## src/rtl/hv_mem_pkg.sv

```systemverilog
`default_nettype none
// ============================================================================
// Module   : hv_mem_pkg
// Brief    : Shared types and sizing for the hypervector store controller.
// Revision : 1.0
// ============================================================================
`ifndef HV_DIMENSION
`define HV_DIMENSION 64
`endif

package hv_mem_pkg;
    localparam int HV_DIM_DFLT = `HV_DIMENSION;
    localparam int DEPTH       = 8;
    localparam int ADDR_W      = $clog2(DEPTH);

    typedef enum logic {INIT = 1'b0, RUN = 1'b1} mem_ctrl_state_t;
    typedef enum logic {PRIO_WR = 1'b0, PRIO_RD = 1'b1} mem_prio_t;
endpackage
`default_nettype wire

```

## src/rtl/hv_mem_if.sv

```systemverilog
`default_nettype none
// ============================================================================
// Module   : hv_mem_if
// Brief    : Writer/reader request channels of the hypervector store.
// Revision : 1.0
// ============================================================================
interface hv_mem_if #(
    parameter int HV_DIM = hv_mem_pkg::HV_DIM_DFLT,
    parameter int ADDR_W = hv_mem_pkg::ADDR_W
);
    logic              wr_valid;
    logic              wr_ready;
    logic [ADDR_W-1:0] wr_addr;
    logic [HV_DIM-1:0] wr_data;
    logic              rd_req;
    logic              rd_gnt;
    logic [ADDR_W-1:0] rd_addr;
    logic              rd_valid;
    logic [HV_DIM-1:0] rd_data;
    logic              rd_err;

    modport master (
        output wr_valid, wr_addr, wr_data, rd_req, rd_addr,
        input  wr_ready, rd_gnt, rd_valid, rd_data, rd_err
    );
    modport slave (
        input  wr_valid, wr_addr, wr_data, rd_req, rd_addr,
        output wr_ready, rd_gnt, rd_valid, rd_data, rd_err
    );
endinterface
`default_nettype wire

```

## src/rtl/hv_mem_ctrl_rr_arb2.sv

```systemverilog
`default_nettype none
// ============================================================================
// Module   : rr_arb2
// Brief    : Two-requester round-robin arbiter with enable; one-hot grant.
// Revision : 1.0
// ============================================================================
module rr_arb2
    import hv_mem_pkg::*;
(
    input  wire        i_en,
    input  wire  [1:0] i_req,   // [0] = writer, [1] = reader
    input  wire        i_prio,
    output logic [1:0] o_gnt
);
    always_comb begin
        o_gnt = 2'b00;
        if (i_en) begin
            case (i_req)
                2'b01:   o_gnt = 2'b01;
                2'b10:   o_gnt = 2'b10;
                2'b11:   o_gnt = (i_prio == PRIO_WR) ? 2'b01 : 2'b10;
                default: o_gnt = 2'b00;
            endcase
        end
    end
endmodule
`default_nettype wire

```

## src/rtl/hv_mem_ctrl.sv

```systemverilog
`default_nettype none
// ============================================================================
// Module   : hv_mem_ctrl
// Brief    : Zero-init sweep, round-robin port sharing and read pipeline
//            for the associative-memory hypervector store.
// Revision : 1.0
// ============================================================================
module hv_mem_ctrl #(
    parameter int HV_DIM = hv_mem_pkg::HV_DIM_DFLT,
    parameter int DEPTH  = hv_mem_pkg::DEPTH,
    parameter int ADDR_W = hv_mem_pkg::ADDR_W
) (
    input  wire               clk,
    input  wire               rst,
    input  wire               clear,
    output logic              busy,
    output logic [DEPTH-1:0]  entry_valid,
    hv_mem_if.slave           bus,
    output logic [ADDR_W-1:0] mem_addr,
    output logic [HV_DIM-1:0] mem_din,
    output logic              mem_we,
    input  wire  [HV_DIM-1:0] mem_dout
);
    import hv_mem_pkg::*;

    localparam logic [ADDR_W-1:0] C_LAST = ADDR_W'(DEPTH - 1);

    mem_ctrl_state_t   r_state;
    mem_ctrl_state_t   w_state_nxt;
    logic [ADDR_W-1:0] r_cnt;
    logic [ADDR_W-1:0] w_cnt_nxt;
    mem_prio_t         r_prio;
    logic [1:0]        w_gnt;
    logic [DEPTH-1:0]  r_entry_valid;
    logic              r_rd_p1;
    logic              r_err_p1;
    logic              r_rd_valid;
    logic              r_rd_err;
    logic [HV_DIM-1:0] r_rd_data;

    // Grants are suppressed during the reset cycle so the SRAM stays idle.
    rr_arb2 u_arb (
        .i_en   (r_state == RUN && !rst),
        .i_req  ({bus.rd_req, bus.wr_valid}),
        .i_prio (r_prio),
        .o_gnt  (w_gnt)
    );

    always_comb begin
        w_state_nxt = r_state;
        w_cnt_nxt   = r_cnt;
        if (r_state == INIT) begin
            if (clear) begin
                w_cnt_nxt = '0;
            end else if (r_cnt == C_LAST) begin
                w_state_nxt = RUN;
                w_cnt_nxt   = '0;
            end else begin
                w_cnt_nxt = r_cnt + 1'b1;
            end
        end else if (clear) begin
            w_state_nxt = INIT;
            w_cnt_nxt   = '0;
        end
    end

    always_ff @(posedge clk) begin
        if (rst) begin
            r_state <= INIT;
            r_cnt   <= '0;
            r_prio  <= PRIO_WR;
        end else begin
            r_state <= w_state_nxt;
            r_cnt   <= w_cnt_nxt;
            if (w_gnt[0])
                r_prio <= PRIO_RD;
            else if (w_gnt[1])
                r_prio <= PRIO_WR;
        end
    end

    // Occupancy drops the moment INIT is (re)entered, not at the end of it.
    always_ff @(posedge clk) begin
        if (rst || w_state_nxt == INIT)
            r_entry_valid <= '0;
        else if (w_gnt[0])
            r_entry_valid[bus.wr_addr] <= 1'b1;
    end

    always_ff @(posedge clk) begin
        if (rst) begin
            r_rd_p1    <= 1'b0;
            r_err_p1   <= 1'b0;
            r_rd_valid <= 1'b0;
            r_rd_err   <= 1'b0;
            r_rd_data  <= '0;
        end else begin
            r_rd_p1    <= w_gnt[1];
            r_err_p1   <= !r_entry_valid[bus.rd_addr];
            r_rd_valid <= r_rd_p1;
            r_rd_err   <= r_rd_p1 & r_err_p1;
            if (r_rd_p1)
                r_rd_data <= mem_dout;
        end
    end

    always_comb begin
        mem_we   = 1'b1;
        mem_addr = '0;
        mem_din  = '0;
        if (rst) begin
            mem_we = 1'b1;
        end else if (r_state == INIT) begin
            mem_we   = 1'b0;
            mem_addr = r_cnt;
        end else if (w_gnt[0]) begin
            mem_we   = 1'b0;
            mem_addr = bus.wr_addr;
            mem_din  = bus.wr_data;
        end else if (w_gnt[1]) begin
            mem_addr = bus.rd_addr;
        end
    end

    assign busy         = rst || (r_state == INIT);
    assign entry_valid  = r_entry_valid;
    assign bus.wr_ready = w_gnt[0];
    assign bus.rd_gnt   = w_gnt[1];
    assign bus.rd_valid = r_rd_valid;
    assign bus.rd_err   = r_rd_err;
    assign bus.rd_data  = r_rd_data;
endmodule
`default_nettype wire

```

## src/flat_wrapper.sv

```systemverilog
// flat-port wrapper written by rule: the top's interface ports become plain ports
module hv_mem_ctrl_flat import hv_mem_pkg::*;
#(
    parameter int HV_DIM = hv_mem_pkg::HV_DIM_DFLT,
    parameter int DEPTH  = hv_mem_pkg::DEPTH,
    parameter int ADDR_W = hv_mem_pkg::ADDR_W
)
  (clk, rst, clear, busy, entry_valid, mem_addr, mem_din, mem_we, mem_dout, bus_wr_valid, bus_wr_addr, bus_wr_data, bus_rd_req, bus_rd_addr, bus_wr_ready, bus_rd_gnt, bus_rd_valid, bus_rd_data, bus_rd_err);
  hv_mem_if #(.HV_DIM(HV_DIM), .ADDR_W(ADDR_W)) bus_i ();
  input  wire clk;
  input  wire rst;
  input  wire clear;
  output logic busy;
  output logic [DEPTH-1:0] entry_valid;
  output logic [ADDR_W-1:0] mem_addr;
  output logic [HV_DIM-1:0] mem_din;
  output logic mem_we;
  input  wire  [HV_DIM-1:0] mem_dout;
  input wire logic [$bits(bus_i.wr_valid)-1:0] bus_wr_valid;
  input wire logic [$bits(bus_i.wr_addr)-1:0] bus_wr_addr;
  input wire logic [$bits(bus_i.wr_data)-1:0] bus_wr_data;
  input wire logic [$bits(bus_i.rd_req)-1:0] bus_rd_req;
  input wire logic [$bits(bus_i.rd_addr)-1:0] bus_rd_addr;
  output wire logic [$bits(bus_i.wr_ready)-1:0] bus_wr_ready;
  output wire logic [$bits(bus_i.rd_gnt)-1:0] bus_rd_gnt;
  output wire logic [$bits(bus_i.rd_valid)-1:0] bus_rd_valid;
  output wire logic [$bits(bus_i.rd_data)-1:0] bus_rd_data;
  output wire logic [$bits(bus_i.rd_err)-1:0] bus_rd_err;
  assign bus_i.wr_valid = bus_wr_valid;
  assign bus_i.wr_addr = bus_wr_addr;
  assign bus_i.wr_data = bus_wr_data;
  assign bus_i.rd_req = bus_rd_req;
  assign bus_i.rd_addr = bus_rd_addr;
  assign bus_wr_ready = bus_i.wr_ready;
  assign bus_rd_gnt = bus_i.rd_gnt;
  assign bus_rd_valid = bus_i.rd_valid;
  assign bus_rd_data = bus_i.rd_data;
  assign bus_rd_err = bus_i.rd_err;
  hv_mem_ctrl #(.HV_DIM(HV_DIM), .DEPTH(DEPTH), .ADDR_W(ADDR_W)) u_core (.clk(clk), .rst(rst), .clear(clear), .busy(busy), .entry_valid(entry_valid), .bus(bus_i), .mem_addr(mem_addr), .mem_din(mem_din), .mem_we(mem_we), .mem_dout(mem_dout));
endmodule
```

## config.mk

```make
export PLATFORM = sky130hd
export DESIGN_NAME = hv_mem_ctrl_flat
export DESIGN_NICKNAME = d
export VERILOG_FILES = /design/src/rtl/hv_mem_pkg.sv /design/src/rtl/hv_mem_if.sv /design/src/rtl/hv_mem_ctrl_rr_arb2.sv /design/src/rtl/hv_mem_ctrl.sv /design/src/flat_wrapper.sv
export SDC_FILE = /design/constraint.sdc
export NUM_CORES = 1
export LEC_CHECK = 0
export ABC_AREA = 0
export CORE_AREA = 2 2 109 111
export CTS_CLUSTER_DIAMETER = 40
export DETAILED_ROUTE_END_ITERATION = 12
export DIE_AREA = 0 0 111 113
export HOLD_SLACK_MARGIN = 0.06
export MAX_ROUTING_LAYER = met4
export PLACE_DENSITY_LB_ADDON = 0.3
export SYNTH_ARGS = -nofsm -noshare
export SYNTH_HDL_FRONTEND = slang
export SYNTH_SLANG_ARGS = --single-unit
```

## constraint.sdc

```tcl
create_clock -name clk -period 2 [get_ports clk]
set_input_delay 0.6 -clock clk [delete_from_list [all_inputs] [get_ports clk]]
set_output_delay 0.6 -clock clk [all_outputs]
set_load 0.01 [all_outputs]
```

---- Word level (Yosys, flattened, before mapping) ----
Index checks and enable logic that the tools add are counted.
word-level totals
  output and inout bits ................... 145
  word-level logic and storage cells ...... 56
  register bits ........................... 81
  input port bits ......................... 139
cells by class
  order comparisons ....................... 3
  bitwise logic cells ..................... 4
  add/subtract/negate cells ............... 1
  reduce and logical (&&, ||, !) cells .... 7
  equal/unequal tests ..................... 5
  multiplexer cells ....................... 27
operators with widths
  cell                   number
  $mux W64               3
  $mux W3                8
  $mux W1                11
  $lt A3 B4 Y1 const B   2
  $or A8 B8 Y8           1
  $pmux W2 S3            1
  $eq A2 B2 Y1 const B   2
  $mux W2                2
  $add A3 B1 Y3 const B  1
  $bmux W1 S3            1
  $demux W1 S3           1
  $eq A3 B3 Y1 const B   1
  $ge A3 B1 Y1 const B   1
  $eq A2 B1 Y1 const B   1
  $logic_and A1 B1 Y1    2
  $logic_not A1 Y1       2
  $logic_or A1 B1 Y1     2
  $ne A2 B2 Y1 const B   1
  $not A1 Y1             2
  $reduce_bool A2 Y1     1
  $and A1 B1 Y1          1

---- Depth between registers and ports, before layout ----
Gate-level depths: netlist of the first run.
  depth in word-level cells ............... 7
  mapped depth ............................ 5
  gate-level depth less buffers ........... 5

---- Cells and area by module ----
A second synthesis of the first run with hierarchy kept.
second synthesis, totals
  cell total of the unflattened synthesis .. 369
  area, all modules ....................... 3458.3 um^2
by module, submodules not included
  module       cells an instance  sequential area each (um^2)  area each (um^2)  times used
  hv_mem_ctrl  364                1621.6                       3437.0            1
  rr_arb2      5                  0.0                          21.3              1

---- Least setup slack after synthesis of the first run ----
Ideal clock, no wire load.
  path type ............................... input port to output port
  start ................................... input port rst
  end ..................................... output port mem_addr[0]
  buffers on the path ..................... 0
  required time ........................... 1400 ps
  data arrival time ....................... 1486 ps
  setup slack ............................. -86 ps
  cell stages on the path ................. 4
  path through ............................ nor2b_1 > inv_1 > nor2_1 > a221o_1
between the ends
  elaborated cells on any way between the ends .. 7
  those cells by class .................... 5 x mux; 2 x reduce/logical
RTL lines
  item                    line                       RTL
  from (decl)             flat_wrapper.sv:11         input wire rst;
  $logic_not A1 Y1        hv_mem_ctrl.sv:43          .i_en (r_state == RUN && !rst),
  $logic_and A1 B1 Y1     hv_mem_ctrl.sv:43
  $mux W2                 hv_mem_ctrl_rr_arb2.sv:17  if (i_en) begin
  named net bus_wr_ready  flat_wrapper.sv:24         output wire logic [$bits(bus_i.wr_ready)-1:0] bus_wr_ready;
  $mux W3                 hv_mem_ctrl.sv:116         end else if (w_gnt[0]) begin
  $mux W3                 hv_mem_ctrl.sv:113         end else if (r_state == INIT) begin
  $mux W3                 hv_mem_ctrl.sv:111         if (rst) begin
  to (decl)               flat_wrapper.sv:15         output logic [ADDR_W-1:0] mem_addr;
The timed path passes the listed nets, and every way through them passes these cells.

---- Final worst setup path of the first run ----
  start ................................... input port bus_rd_req
  end ..................................... output port mem_din[43]
between the ends
  word-level cells in the longest chain between the ends .. 6
  elaborated cells on any way between the ends .. 8
  those cells by class .................... 3 x eq/ne; 5 x mux
RTL lines
  item                                          line                       RTL
  from (decl)                                   flat_wrapper.sv:22         input wire logic [$bits(bus_i.rd_req)-1:0] bus_rd_req;
  $eq A2 B2 Y1 or $eq A2 B1 Y1 (tied branches)  hv_mem_ctrl_rr_arb2.sv:18  case (i_req)
  $pmux W2 S3 *                                 hv_mem_ctrl_rr_arb2.sv:18
  $mux W2 *                                     hv_mem_ctrl_rr_arb2.sv:17
  $mux W64 *                                    hv_mem_ctrl.sv:116
  $mux W64 *                                    hv_mem_ctrl.sv:113
  $mux W64 *                                    hv_mem_ctrl.sv:111
  to (decl)                                     flat_wrapper.sv:16         output logic [HV_DIM-1:0] mem_din;
Mark *: on every way between the ends. The rest lies on a longest branch, timed or not.

==> results.md, run 1 <==
- Status: complete, but fails checks
- Failing checks: negative setup slack
- Area of the multi-input gates: 1830 um2
- Syn Area/Cell: around 10 um2
- Worst-margin pin slew: 0.466 ns
- Antenna violations before repair: 0
- Commonest cells after routing, fill and taps aside: clkdlybuf4s50_1, dfxtp_1, mux2i_1
- Final instance area: 7020 um2
- Met3 usage: between 4 and 5%
- Chip height: 113 um
- Share of the synthesized area in the top cell type: between 40 and 50%
- CP Class: input pin to output pin
- All-layer global routing usage: a little over a fifth
- Share of cells above drive strength 1: roughly a quarter
- CTS tree: yes
- Clk sink count: between 80 and 90
- First-pass GRT wire length: between 20000 and 25000 um
- Crit Reg-Reg Startpoint: u_core.r_cnt[0]
- GRT met2 Usage: 40.4%
- Hold-critical path depth: 1
- Post-DP Area: around 6600 um2
- Leak: between 2 and 3 nW
- FMAX: about 0.47 GHz
- Main synth FF type: dfxtp_1
- Drt wl/cell: approximately 16 um
- Register area: about 1600 um2
- Area delta synth->final: 101%
- Post-Syn Instances: ~360
- IO Count: roughly 280
- Post-Syn Area: 3490 um2
- Final ANT Viol Nets: 0
- Core Region: approximately 11000 um2
- Met1 Usage GRT: between 20% and 30%
- Root buffer cell: clkbuf_16
- Buffers on Ports: about 280
- Fin crit period: 2.14 ns
- Die area: 12500 um2
- Dpl hpwl: approximately 9800 um
- Syn_nets: between 400 and 500
- Grt total ovfl: 0
- Sequential cell area fraction in the yosys report: 46.5%
- WL final: 13200 um
- Reg2Reg Depth: 5
- Core Rows: 39
- GPL Wtd Cong: roughly 0.83
- Setup crit end kind: output pin
- Final setup fails: 67
- Clock slew seen by the registers of the worst setup and hold paths: roughly 0.06 ns
- Slew Viols, Final: 0
- Final worst setup slack: -0.135 ns
- DRC: 0
- Total vias in the final route: 3820
- Crit Path Max Fanout: 16
- Hold crit path type: register to register
- Max_slew headroom: about 70%
- Final Hold Viols: 0
- Startpoint types: input pin
- RSZ-0062 raised after global routing: yes
- Worst slack, placed: -0.958 ns
- Worst EP arrival: ~1.5 ns
- Asr flop ratio synth: 0%
- Max-cap violation count: 0
- Most common cell after layout, fill and taps aside: clkdlybuf4s50_1
- Synth unique cells: 32
- Worst-Skew Late Latency: approximately 0.33 ns
- Cts bufs inserted: 9
- Final Skew: around 0.005 ns
- Post-layout util: a little over 60%
- Synth Register Bits: 81
- H-tree depth: 3
- Layout Nets: roughly 800
- Hold buffer count at cts: 0
- Ant. Diodes: 0
- Number of DRC markers in iteration 0: around 190
- Warnings, synthesis: 0
- Placed instance count: between 700 and 800
- Initial Utilization: 30.9%
- Largest net degree at the start of global routing: 66
- Hold Crit Start: u_core.r_err_p1
- Top cells by area, synth: dfxtp_1, mux2i_1, and3_1, nor2_1, clkbuf_1
- Post-synth top area cell: dfxtp_1
- Vias per cell: between 4 and 5
- VDD IR-drop max: a little over 0.0004 V
- EDFF count, synth: 0
- # fillers: between 900 and 1000
- Longest Clk Path Bufs: 2
- Die width: approximately 110 um
- Worst path required time: 1.40 ns
- Hold_ws: around 0.44 ns
- R2R Path End: u_core.entry_valid[7]
- Crit share post-route: 107%
- Global routing's busiest layer: met2
- First-pass DRT Iterations: 4
- Vias in the first global route: slightly above 4000
- Power per cell area: between 500 and 600 nW/um2
- R2R Setup Slk: about 0.44 ns
- Hold EP: u_core.bus.rd_err
- Final Non-Filler Cells: 805
[what timing repair did]
action                                  in CTS  in global routing
endpoints found under the setup margin      71                 70
buffers inserted                             9                  0
gates cloned                                 5                  1
resized for setup                          354                 14
pin swaps                                    9                  3
[final cells by class]
class	instances	area share [%]
well taps	143	2.55
multi-input cells	244	26.0
clock buffers	9	3.21
clock inverters	7	0.963
repair buffers	320	44.0
inverters	1	0.0535
flip-flops and latches	81	23.2
[where the power goes]
group | internal [mW] | switching [mW] | total, mW | leakage (nW)
logic | 0.316 | 0.123 | 0.438 | 2.17
registers | 1.61 | 0.00209 | 1.62 | 0.655
clock network | 0.964 | 0.643 | 1.61 | 0.146
[worst max-delay path: stages]
cell      delay (ns)
buf_8           0.10
a21boi_4        0.18
buf_4           0.13
buf_6           0.10
buf_16          0.12
and3_1          0.18
buf_6           0.11
[through the flow]
| stage | power (mW) | setup TNS (ns) |
|---|---|---|
| floorplan | 1.72 | 0 |
| global placement | 2.02 | -60.65 |
| detailed placement | 2.03 | -61.74 |
| CTS | 3.70 | -5.25 |
| global route | 3.81 | -9.63 |
| finish | 3.66 | -6.90 |
[sequential cells by signal, indices dropped and copies added, names as in the netlist]
name                 count
u_core.bus.rd_err        1
u_core.r_cnt             3
u_core.bus.rd_data      64
u_core.r_prio            1
u_core.entry_valid       8
u_core.bus.rd_valid      1
u_core.r_state           1
u_core.r_err_p1          1
u_core.r_rd_p1           1
[metal layers]
layer	up-vias	part of all wire [%]
li1	1850	-
met1	1760	36
met2	185	55
met3	25	6.3
met4	0	3.1
met5	-	0
[synthesized netlist by cell type, types with 2 or more instances]
library cell and count:
a21oi_1 2, a221o_1 2, a22o_1 4, a32o_1 4
and2_1 3, and3_1 64, buf_2 12, buf_6 2
clkbuf_1 17, dfxtp_1 81, ha_1 2, mux2i_1 70
nor2_1 69, nor2b_1 3, nor3_1 4, nor3b_1 2
nor4b_2 2
[how the worst max path moves through the flow]
| stage | startpoint | end | slack [ns] | depth (start not counted) |
|---|---|---|---|---|
| floorplan | rst | mem_addr[0] | 0.009 | 4 |
| global placement | bus_wr_valid | mem_din[58] | -0.94 | 5 |
| detailed placement | bus_wr_valid | mem_din[58] | -0.96 | 5 |
| CTS | u_core.r_prio | mem_din[58] | -0.11 | 6 |
| global route | bus_rd_req | mem_din[43] | -0.17 | 7 |
| finish | bus_rd_req | mem_din[43] | -0.14 | 7 |
[cell families (layout without fill, tap and decap cells)]
logic type	Yosys count	in the layout	share of synthesized area, %
buffers and inverters	33	337	4.41
and+or+nand+nor	154	154	23.4
AOI/OAI and AO/OA	17	17	4.20
DFF	81	81	46.5
muxes	71	71	20.7
adders and majority gates	2	2	0.718
No activity file was read; power rests on OpenSTA's default activity.
==> run 2: changes to the inputs <==
--- a/config.mk
+++ b/config.mk
@@ -10,7 +10,6 @@
 export CTS_CLUSTER_DIAMETER = 40
 export DETAILED_ROUTE_END_ITERATION = 12
 export DIE_AREA = 0 0 111 113
-export HOLD_SLACK_MARGIN = 0.06
 export MAX_ROUTING_LAYER = met4
 export PLACE_DENSITY_LB_ADDON = 0.3
 export SYNTH_ARGS = -nofsm -noshare
==> results of run 2 <==
Same layout as run 1: the final DEF is identical, and so are final timing and power.
